### src/rtl/mstr_cycle_ctrl.sv
// Registered one-hot state stage for the bus arbiter: latches next-state, decodes
// active-low master grants and tracks beats/watchdog to tell the arbiter when to re-grant.
module mstr_cycle_ctrl #(
  parameter int unsigned CYCLEA    = 1,
  parameter int unsigned CYCLEC    = 2,
  parameter int unsigned MSTRA     = 3,
  parameter int unsigned MSTRB     = 4,
  parameter int unsigned MSTRC     = 5,
  parameter int unsigned BURST_LEN = 4,
  parameter int unsigned TIMEOUT   = 15
) (
  input  logic       clk,
  input  logic       reset,
  input  logic [5:0] next,
  input  logic       xfer_ack,
  output logic [5:0] state,
  output logic       done,
  output logic       nGNTA,
  output logic       nGNTB,
  output logic       nGNTC,
  output logic [3:0] beat_cnt,
  output logic       onehot_err,
  output logic       timeout_err
);

  localparam logic [5:0] IdleVec     = 6'(1 << CYCLEC);
  // Every bit that is not turnaround, idle or the unused bit 0 is a master-owned state.
  localparam logic [5:0] NonMstrMask = 6'(1 << CYCLEC) | 6'(1 << CYCLEA) | 6'd1;
  localparam logic [3:0] LastBeat    = 4'(BURST_LEN - 1);
  localparam logic [3:0] TimeoutVal  = 4'(TIMEOUT);

  logic [5:0] state_q, state_d;
  logic       done_q, done_d;
  logic [3:0] beat_cnt_q, beat_cnt_d;
  logic [3:0] wdog_q, wdog_d;
  logic       onehot_err_q, onehot_err_d;
  logic       timeout_err_q, timeout_err_d;

  logic       legal;
  logic       own_q;
  logic       own_d;
  logic [3:0] wdog_inc;

  always_comb begin
    legal         = $onehot(next);
    state_d       = legal ? next : IdleVec;
    onehot_err_d  = ~legal;
    own_q         = |(state_q & ~NonMstrMask);
    own_d         = |(state_d & ~NonMstrMask);
    wdog_inc      = wdog_q + 4'd1;
    done_d        = done_q;
    beat_cnt_d    = beat_cnt_q;
    wdog_d        = wdog_q;
    timeout_err_d = 1'b0;

    if (own_d && (state_d != state_q)) begin
      // New owner: start a fresh grant.
      beat_cnt_d = 4'd0;
      wdog_d     = 4'd0;
      done_d     = 1'b0;
    end else if (own_q && !done_q) begin
      if (xfer_ack) begin
        // An ack always wins over a coincident watchdog expiry.
        beat_cnt_d = beat_cnt_q + 4'd1;
        wdog_d     = 4'd0;
        if (beat_cnt_q == LastBeat) begin
          done_d = 1'b1;
        end
      end else begin
        wdog_d = wdog_inc;
        if (wdog_inc == TimeoutVal) begin
          done_d        = 1'b1;
          timeout_err_d = 1'b1;
        end
      end
    end
  end

  always_ff @(posedge clk) begin
    if (reset) begin
      state_q       <= IdleVec;
      done_q        <= 1'b1;
      beat_cnt_q    <= 4'd0;
      wdog_q        <= 4'd0;
      onehot_err_q  <= 1'b0;
      timeout_err_q <= 1'b0;
    end else begin
      state_q       <= state_d;
      done_q        <= done_d;
      beat_cnt_q    <= beat_cnt_d;
      wdog_q        <= wdog_d;
      onehot_err_q  <= onehot_err_d;
      timeout_err_q <= timeout_err_d;
    end
  end

  assign state       = state_q;
  assign done        = done_q;
  assign beat_cnt    = beat_cnt_q;
  assign onehot_err  = onehot_err_q;
  assign timeout_err = timeout_err_q;
  assign nGNTA       = ~state_q[MSTRA];
  assign nGNTB       = ~state_q[MSTRB];
  assign nGNTC       = ~state_q[MSTRC];

endmodule

### config.mk
export PLATFORM = sky130hd
export DESIGN_NAME = mstr_cycle_ctrl
export DESIGN_NICKNAME = d
export VERILOG_FILES = /design/src/rtl/mstr_cycle_ctrl.sv
export SDC_FILE = /design/constraint.sdc
export NUM_CORES = 1
export LEC_CHECK = 0
export ABC_AREA = 1
export BUFFER_PORTS_ARGS = -buffer_cell sky130_fd_sc_hd__buf_2
export CORE_MARGIN = 3
export CORE_UTILIZATION = 55
export DETAILED_ROUTE_END_ITERATION = 8
export PLACE_DENSITY = 0.88
export SETUP_SLACK_MARGIN = 0.1
export SLEW_MARGIN = 20
export SYNTH_ARGS = -nofsm -noshare
export SYNTH_HDL_FRONTEND = slang
export SYNTH_SLANG_ARGS = --single-unit
export TNS_END_PERCENT = 30
### constraint.sdc
create_clock -name clk -period 8.7 [get_ports clk]
set_clock_uncertainty 0.15 [all_clocks]
set_input_delay 1.305 -clock clk [delete_from_list [all_inputs] [get_ports clk]]
set_output_delay 1.305 -clock clk [all_outputs]
set_load 0.01 [all_outputs]
# Yosys cells after proc, flatten, opt, wreduce, memory -nomap -nowiden
# Index checks and enable logic that the tools add are counted.
dict set report word_totals {
  reg_bits 17
  output_inout_bits 16
  wordCells 42
}
dict set report op_classes {
  n_addsub 7
  eq_ne 5
  muxes 8
  bitwise_logic 5
  n_reduce_logical 11
}
# op count
set op_table {}
lappend op_table {{$add A4 B1 Y4 const B} 2}
lappend op_table {{$add A1 B1 Y2} 3}
lappend op_table {{$mux W1} 6}
lappend op_table {{$mux W6} 1}
lappend op_table {{$ne A6 B6 Y1} 1}
lappend op_table {{$reduce_or A3 Y1} 2}
lappend op_table {{$not A1 Y1} 5}
lappend op_table {{$eq A4 B2 Y1 const B} 1}
lappend op_table {{$eq A4 B4 Y1 const B} 1}
lappend op_table {{$mux W4} 1}
lappend op_table {{$reduce_or A4 Y1} 1}
lappend op_table {{$add A2 B2 Y3} 1}
lappend op_table {{$add A3 B2 Y3} 1}
lappend op_table {{$eq A3 B1 Y1 const B} 1}
lappend op_table {{$ne A3 B1 Y1 const B} 1}
lappend op_table {{$reduce_and A3 Y1} 1}
lappend op_table {{$reduce_bool A3 Y1} 1}
lappend op_table {{$logic_and A1 B1 Y1} 2}
lappend op_table {{$reduce_and A2 Y1} 1}
lappend op_table {{$reduce_bool A2 Y1} 1}
lappend op_table {{$reduce_or A2 Y1} 1}
lappend op_table {{$logic_not A1 Y1} 1}

# Longest topological paths before layout
# Gate-level depths: netlist of run 1.
dict set report logic_depth {
  depth_word 9
  ltp_mapped 16
}

# Worst setup path after synthesis of run 1
# OpenSTA, ideal clock, no wires.
dict set report synth_path {
  path_type {input -> register}
  start {input port next[0]}
  end {register beat_cnt_q[0] (netlist: beat_cnt[0])}
  setup_time_ps 64
  t_arrival_ps 3819
  slack_ps 4667
  path_stages 16
  n_path_buf 1
  path_cell_list {inv_1 -> fa_1 -> fa_1 -> inv_1 -> ha_1 -> fa_1 -> nor2_4 -> buf_6 -> nand3_2 -> nand2_1 -> nand2_1 -> nor2_1 -> nand3_1 -> nand2_2 -> nand2_4 -> nor2_1}
}
dict set report synth_between {
  elab_chain_len 8
  elab_cells_between_ends 9
  classes_between {add/sub (3); eq/ne (2); mux (1); reduce/logical (3)}
}
# element line
set synth_rtl {}
lappend synth_rtl {{from (decl)} 14} ;# input logic [5:0] next,
lappend synth_rtl {{$add A1 B1 Y2 (implied by the code)} 45} ;# legal = $onehot(next);
lappend synth_rtl {{$add A2 B2 Y3 (implied by the code)} 45}
lappend synth_rtl {{$add A3 B2 Y3 (implied by the code)} 45}
lappend synth_rtl {{$eq A3 B1 Y1} 45}
lappend synth_rtl {{$mux W6 (*)} 46} ;# state_d = legal ? next : IdleVec;
lappend synth_rtl {{$ne A6 B6 Y1 or $reduce_or A3 Y1 (tied branches)} {56, 49}}
lappend synth_rtl {{$logic_and A1 B1 Y1 (*)} 56} ;# if (own_d && (state_d != state_q)) begin
lappend synth_rtl {{$reduce_or A2 Y1 (no source line) (*)} n/a}
lappend synth_rtl {{to (signal assigned)} 90} ;# beat_cnt_q <= beat_cnt_d;
lappend synth_rtl {{to (decl)} 34} ;# logic [3:0] beat_cnt_q, beat_cnt_d;
# Mark *: on every way between the ends. The rest lies on a longest branch, timed or not.
# A chain may end at the register's enable or synchronous reset.

# Worst setup path in the final report of run 1
dict set report layout_path {
  start {input port next[0]}
  end {register beat_cnt_q[2] (netlist: beat_cnt[2])}
}
# Same word-level chain as after synthesis.

==> flow_summary.toml, run 1 <==
[status]
run_status = "finished, final reports clean"

[setup_path]
crit_required_ps = 8780
crit_path_max_fanout = 14
cp-end-kind = "flop"
reg2reg_slack_ps = 7220
r2r-end = "beat_cnt[3]"
r2r_start = "state[4]"
start_kind = "input port"
path_class = "in -> reg"
r2r_cells = 7
worstPathArrival_ps = 4290
crit_path_start = "next[0]"

[drt]
vias = 888
dr.pass1.iters = 4
detail-route-antenna-nets = 0
totalWireLength_mm = 2.03
drt-initial-drc-count = 11
wl_per_cell_um = 11.3
post_drt_via_cell_ratio = 4.93
drc_errors = 0

[hold_path]
holdPathStages = 4
hold_end = "beat_cnt[1]"
worstHoldPathType = "reg -> reg"
hp-start = "beat_cnt[1]"

[power_and_ir_drop]
internal_power_mw = 0.122
power.density_nw_per_um2 = 168
clockPowerShare_pct = 22.3
ir_worst_vdd_mv = 0.155
switching_share_pct = 36.4
pwr-share-seq_pct = 44.4
combPwrFrac_pct = 33.2
leakage_nw = 0.563
switchingPower_mw = 0.0695

[global_route]
grt_pass1_vias = 765
grt_usage_pct = 19.8
grt_max_degree = 15
grt_first_pass_wirelength_mm = 3.18
antenna_found_initial = 0
grt_overflow = 0

[die]
io_pins = 25
rows = 14
die_h_um = 48.1
dieArea_um2 = 2320
die_x_um = 48.1
fp.coreArea_um2 = 1590
start_util_pct = 61.2

[sta]
fin_tns_setup_ps = 0
worst_slew_pin_slew_ps = 458
fin_crit_ps = 4210
max_freq_ghz = 0.238
rsz0062_at_grt = "false"
hold_ws_ps = 420
finalCritPeriodShare_pct = 48.4
setup_violations = 0
finalHoldViolCount = 0
slew_headroom_pct = 69.4
finalMaxSlewViolations = 0

[synthesis]
yosys-top-cells-area = "dfxtp_1 (35%), inv_1 (10%), nand2_1 (9.2%)"
synth_cell_types = 20
synthSimpleGateAreaFrac_pct = 34.2
synth-compound-area-share_pct = 2.82
muxShareOfSynthArea_pct = 0
synth_top_cell_area_share_pct = 34.9
ys_seq_area_share_pct = 34.9
yosys.area_share.xor_xnor_pct = 4.49
synthArstFlopShare_pct = 0
syn_area_um2 = 976
avgSynthCellArea_um2 = 7.51
synthCells = 130
synth_top_family_by_area = "simple AND/OR/NAND/NOR gates"
synthAdderAreaFrac_pct = 11.3
synth.most_common_cell = "inv_1"
synth_nets = 146
synth_edf_count = 0
synth_common_cells = "inv_1 (27), nand2_1 (24), dfxtp_1 (17), nor2_1 (17)"
yosysWarnings = 0
synthFlopType = "dfxtp_1"
synth_top_area_cell = "dfxtp_1"
ys_ff_latch = 17

[clocking]
cts_made_buffers = 3
cts_tree = "built"
clock_insertion_delay_worst_skew_ps = 300
clock_path_buffers = 2
cts_setup_buffers = 0
hold_buffers = 0
cts_sinks = 17
root_buffer = "clkbuf_4"
cts-resized-gates = 0
h-tree-depth = 1
clk_pin_slew_ps = 100

[placement]
hpwlAfterDp_mm = 1.62
portBuffers = 24
place.gp.congestion = 0.779

[cells_and_area]
diodes = 0
nNetsFinal = 173
syn_to_final_growth_pct = 16.3
layout-drive-gt1-share_pct = 23.7
ff_latch_area_um2 = 340
multi_input_area_um2 = 515
nFillCells = 135

[run]
maxCapViolCount = 0
-- area by class of cell --
cell class / count / area share [%]
inverters: 27 / 8.93
clock buffers: 3 / 1.98
multi-input cells: 84 / 45.4
repair buffers: 24 / 10.6
well taps: 24 / 2.65
flip-flops and latches: 17 / 30.0
clock inverters: 1 / 0.441
-- metal layers --
| layer | GRT usage, % | wire length (µm) | vias to the layer above |
|---|---|---|---|
| li1 | - | - | 454 |
| met1 | 24.1 | 922 | 397 |
| met2 | 32.5 | 948 | 30 |
| met3 | 3.69 | 100 | 7 |
| met4 | 11.8 | 53 | 0 |
| met5 | 0 | 0 | - |
-- power groups by stage --
stage,sequential (mW),clock (mW),combinational [mW]
floorplan,0.0885,0,0.0494
global placement,0.0864,0,0.0610
detailed placement,0.0866,0,0.0635
CTS,0.0848,0.0436,0.0636
global route,0.0854,0.0466,0.0726
finish,0.0849,0.0427,0.0635
-- cell usage in the layout, fill, tap and decap left out --
cell      count
ha_1          4
xor2_1        3
o31ai_1       1
nand2_1      24
a21oi_1       1
xnor2_1       2
nand3_2       2
clkinv_2      1
a22oi_1       2
nand3_1       9
dfxtp_1      17
nand2_2       2
fa_1          3
nand2_4       1
inv_1        27
clkbuf_4      3
nor2_4        2
buf_2        24
nor2_2        2
nand4_1       9
nor2_1       17
-- critical path, cell delays in order --
cell and delay (ps):
buf_2 110, inv_1 60, fa_1 490, fa_1 500, inv_1 40, ha_1 180
fa_1 480, nor2_4 310, nand3_1 190, nand2_1 90, nand2_1 50, nor2_1 100
nand3_1 90, nand2_2 90, nand2_4 90, nor2_1 110
-- through the flow --
step	worst slack (ps)	power (mW)	std cells	util, %	cell area [µm²]
floorplan	4670	0.138	130	-	976
global placement	4280	0.147	176	69.5	1110
finish	4490	0.191	180	71.2	1130
detailed placement	4190	0.150	176	69.5	1110
global route	4220	0.205	180	71.2	1130
CTS	4500	0.192	180	71.2	1130
-- worst max-delay path by stage --
stage,to,slack (ps)
after floorplan,beat_cnt[0],4670
after global placement,timeout_err,4280
after detailed placement,beat_cnt[0],4190
after CTS,beat_cnt[2],4500
after global routing,beat_cnt[0],4220
final,beat_cnt[2],4490
-- state kept, by name, summed over array words and instances (netlist names) --
signal,cells
done,1
onehot_err,1
timeout_err,1
state,6
wdog_q,4
beat_cnt,4
-- logic make-up after synthesis --
family,Yosys count
buffers and inverters,29
DFF,17
adders and majority gates,7
xor gates and xnor gates,5
AOI/OAI and AO/OA,4
and+or+nand+nor,68
(Power assumes the default switching activity.)
==> run 2: changes to the inputs <==
CORE_UTILIZATION = 46   (was 55)
PLACE_DENSITY = 0.8   (was 0.88)
clock period = 3.7 ns   (was 8.7 ns; I/O delays follow)
==> flow_summary.toml, run 2 (synthesis results as in run 1) <==
[status]
run_status = "finished, final reports clean"

[drt]
drt-initial-drc-count = 10
totalWireLength_mm = 1.99
vias = 874
detail-route-antenna-nets = 0
wl_per_cell_um = 10.7
post_drt_via_cell_ratio = 4.70
dr.pass1.iters = 4
drc_errors = 0

[power_and_ir_drop]
power_mw = 0.458
leakage_nw = 0.572
power.density_nw_per_um2 = 394
ir_worst_vdd_mv = 0.314

[die]
io_pins = 25
die_h_um = 52.1
dieArea_um2 = 2710
fp.coreArea_um2 = 1980
die_x_um = 52.1
rows = 16
start_util_pct = 49.2

[setup_path]
crit_required_ps = 3790
crit_path_max_fanout = 14
path_class = "in -> reg"
crit_path_cell_trace = "buf_2 -> inv_1 -> fa_1 -> fa_1 -> inv_1 -> ha_1 -> fa_1 -> nor2_4 -> nand3_1 -> nand2_1 -> nand2_1 -> nor2_1 -> nand3_1 -> nand2_2 -> nand2_4 -> nor2_1"
cp-end-kind = "flop"
start_kind = "input port"
slowest_stage = "fa_1"
reg2reg_slack_ps = 2210
worstPathArrival_ps = 3460
crit_top_cell = "fa_1"
crit_path_max_incr_delay_ps = 490

[cells_and_area]
largest_reg_flops = 6
syn_to_final_growth_pct = 19.2
fin_area_um2 = 1160
final_cell_mix = "inv_1 (27), nand2_1 (24), buf_2 (24), nor2_1 (17), dfxtp_1 (17)"
diodes = 0
nNetsFinal = 176
utilization_pct = 58.7
final_common_cell = "inv_1"
layout-drive-gt1-share_pct = 25.2
stdcell_count = 186

[placement]
portBuffers = 24
dp.cells = 182
place.gp.congestion = 0.801
hpwlAfterDp_mm = 1.65
post_dp_cell_area_um2 = 1130
place_ws_ps = 11.2

[global_route]
met2_usage_pct = 28.7
antenna_found_initial = 0
grt_usage_pct = 17.1
grt_overflow = 0
globalRouteMet3Util_pct = 4.87
busiest_layer = "met2"
grt_max_degree = 15
grt_first_pass_wirelength_mm = 3.48
use_met1_pct = 21.1
grt_pass1_vias = 847

[clocking]
cts_made_buffers = 3
clock_path_buffers = 2
cts-resized-gates = 0
cts_sinks = 17
clock_insertion_delay_worst_skew_ps = 300
cts_setup_buffers = 0
cts_tree = "built"
root_buffer = "clkbuf_4"
clk_pin_slew_ps = 110
h-tree-depth = 1
hold_buffers = 0

[sta]
fin_crit_ps = 3370
hold_ws_ps = 364
worst_slew_pin_slew_ps = 436
setup_violations = 0
finalMaxSlewViolations = 0
finalHoldViolCount = 0
max_freq_ghz = 0.297
finalCritPeriodShare_pct = 91.0
fin_tns_setup_ps = 0
slew_headroom_pct = 70.9
worst_slack_ps = 332
rsz0062_at_grt = "false"

[hold_path]
worstHoldPathType = "in -> reg"

[run]
maxCapViolCount = 0
## run 2: cell types whose count changed in the layout (fill, tap and decap cells not counted)
cell,delta
clkinv_2,-1
buf_4,+3
clkinvlp_4,+1
## run 2: final cells by class
class / instances / area [µm²]
Clock inverter: 1 / 7.51
Tap cell: 27 / 33.8
Multi-Input combinational cell: 84 / 515
Inverter: 27 / 101
Clock buffer: 3 / 22.5
Fill cell: 189 / 818
Sequential cell: 17 / 340
Timing Repair Buffer: 27 / 143
## run 2: power breakdown
part / internal [mW] / leakage, nW / switching [mW]
Clock: 0.0412 / 0.0139 / 0.0629
Combinational: 0.0569 / 0.421 / 0.0981
Sequential: 0.193 / 0.138 / 0.00594
Total: 0.291 / 0.572 / 0.167
## run 2: path summary, 6_finish.rpt
kind,from,end,depth (start not counted)
max,next[0],wdog_q[3],16
min,reset,state[3],2
max reg2reg,state[4],done,10
min reg2reg,beat_cnt[1],beat_cnt[1],4
## run 2: critical path, delay by kind of cell
family | cells | cell delay, ps
buffers and inverters | 3 | 210
adder cells (fa/ha/maj) | 4 | 1640
AND/OR/NAND/NOR | 9 | 1050
## run 2: routing by layer
layer | part of all wire, % | routed length (µm) | up-vias
li1 | - | - | 460
met1 | 45 | 892 | 395
met2 | 50 | 988 | 17
met3 | 4.8 | 96 | 2
met4 | 0.40 | 8 | 0
met5 | 0 | 0 | -
==> run 3: changes to the inputs <==
CELL_PAD_IN_SITES_DETAIL_PLACEMENT = 0   (was not set)
CELL_PAD_IN_SITES_GLOBAL_PLACEMENT = 1   (was not set)
CORE_ASPECT_RATIO = 0.75   (was not set)
CORE_UTILIZATION = 33   (was 46)
==> flow_summary.toml, run 3 (synthesis results as in run 1) <==
[cells_and_area]
syn_to_final_growth_pct = 24.2
final_common_cell = "inv_1"
layout-drive-gt1-share_pct = 26.5
diodes = 0
fin_area_um2 = 1210
multi_input_area_um2 = 522
nNetsFinal = 179
largest_reg_flops = 6
nFillCells = 303
ff_latch_area_um2 = 340
final_cell_mix = "inv_1 (27), nand2_1 (24), buf_2 (24), nor2_1 (17), dfxtp_1 (17)"

[setup_path]
r2r_start = "state[3]"
worstPathArrival_ps = 3400
crit_path_cell_trace = "buf_2 -> inv_1 -> fa_1 -> fa_1 -> inv_1 -> ha_1 -> fa_1 -> nor2_2 -> buf_4 -> nand4_1 -> nand2_1 -> nor2_1 -> nand3_1 -> nand2_2 -> nand2_4 -> nor2_1"
crit_path_start = "next[1]"
r2r_cells = 8
r2r-end = "beat_cnt[2]"
crit_path_max_fanout = 9
slowest_stage = "fa_1"
path_class = "in -> reg"
crit_top_cell = "fa_1"
crit_path_max_incr_delay_ps = 510
crit_required_ps = 3690
cp-end-kind = "flop"
crit_end = "timeout_err"
start_kind = "input port"
reg2reg_slack_ps = 2210

[global_route]
grt_overflow = 0
grt_pass1_vias = 821
grt_usage_pct = 13.7
grt_max_degree = 15
antenna_found_initial = 0
grt_first_pass_wirelength_mm = 3.67

[drt]
wl_met2_um = 928
wl_per_cell_um = 10.9
top_layer = "met4"
wl_met3_um = 135
detail-route-antenna-nets = 0
post_drt_via_cell_ratio = 4.45
totalWireLength_mm = 2.15
drt-initial-drc-count = 28
wl_met1_mm = 1.08
drc_errors = 0
dr.pass1.iters = 4
vias = 882

[clocking]
cts_sinks = 17
cts_made_buffers = 3
clock_insertion_delay_worst_skew_ps = 250
h-tree-depth = 1
clk_pin_slew_ps = 70
clock_path_buffers = 2
cts-resized-gates = 0
hold_buffers = 0
cts_tree = "built"
cts_setup_buffers = 0
root_buffer = "clkbuf_8"

[sta]
setup_violations = 0
finalMaxSlewViolations = 0
finalCritPeriodShare_pct = 92.1
slew_headroom_pct = 68.8
rsz0062_at_grt = "false"
fin_tns_setup_ps = 0
max_freq_ghz = 0.293
finalHoldViolCount = 0
worst_slew_pin_slew_ps = 468
fin_crit_ps = 3410

[run]
maxCapViolCount = 0

[placement]
hpwlAfterDp_mm = 1.66
portBuffers = 24
place.gp.congestion = 0.814
post_dp_cell_area_um2 = 1160

[power_and_ir_drop]
leakage_nw = 0.596
power_mw = 0.506
power.density_nw_per_um2 = 417
ir_worst_vdd_mv = 0.191

[die]
start_util_pct = 35.8
dieArea_um2 = 3650
io_pins = 25
die_h_um = 53.1
rows = 16
fp.coreArea_um2 = 2720
die_x_um = 68.8

[status]
run_status = "finished, final reports clean"

[hold_path]
worstHoldPathType = "reg -> reg"
==> run 3: worst min-delay path by stage <==
| stage | startpoint | endpoint | cells past startpoint |
|---|---|---|---|
| after floorplan | wdog_q[3] | wdog_q[3] | 2 |
| after global placement | wdog_q[3] | wdog_q[3] | 2 |
| after detailed placement | beat_cnt[1] | beat_cnt[1] | 4 |
| after CTS | reset | state[5] | 2 |
| after global routing | reset | state[5] | 2 |
| final | wdog_q[0] | wdog_q[0] | 4 |
==> run 3: stage by stage <==
stage	utilization, %	setup WS, ps	hold WS, ps	cells
after global placement	42.6	69.0	398	193
after detailed placement	42.6	-6.68	407	193
after global routing	44.5	120	419	198
after floorplan	-	417	367	130
after CTS	44.3	223	405	197
final	44.5	292	418	198
==> run 3: worst max-delay path: cells and delay by family <==
family                   cells  cell delay (ps)
adder cells (fa/ha/maj)      4             1660
buffers and inverters        4              390
AND/OR/NAND/NOR              8              780
==> run 3: power breakdown <==
part | switching [mW] | internal, mW
Clock | 0.0618 | 0.0746
Sequential | 0.00607 | 0.194
Combinational | 0.106 | 0.0635
Total | 0.174 | 0.332
==> run 3: metal layers <==
metal	vias to the layer above	global-route usage (%)
met5	-	0
met4	0	2.91
met3	2	5.10
met2	20	20.6
met1	392	18.7
li1	468	-
==> run 3: layout make-up <==
class | instances | area share, %
tap | 36 | 3.72
clock inverter | 1 | 0.413
multi-input combinational | 85 | 43.0
clock buffer | 3 | 3.41
inverter | 27 | 8.36
sequential | 17 | 28.1
timing repair buffer | 29 | 13.0
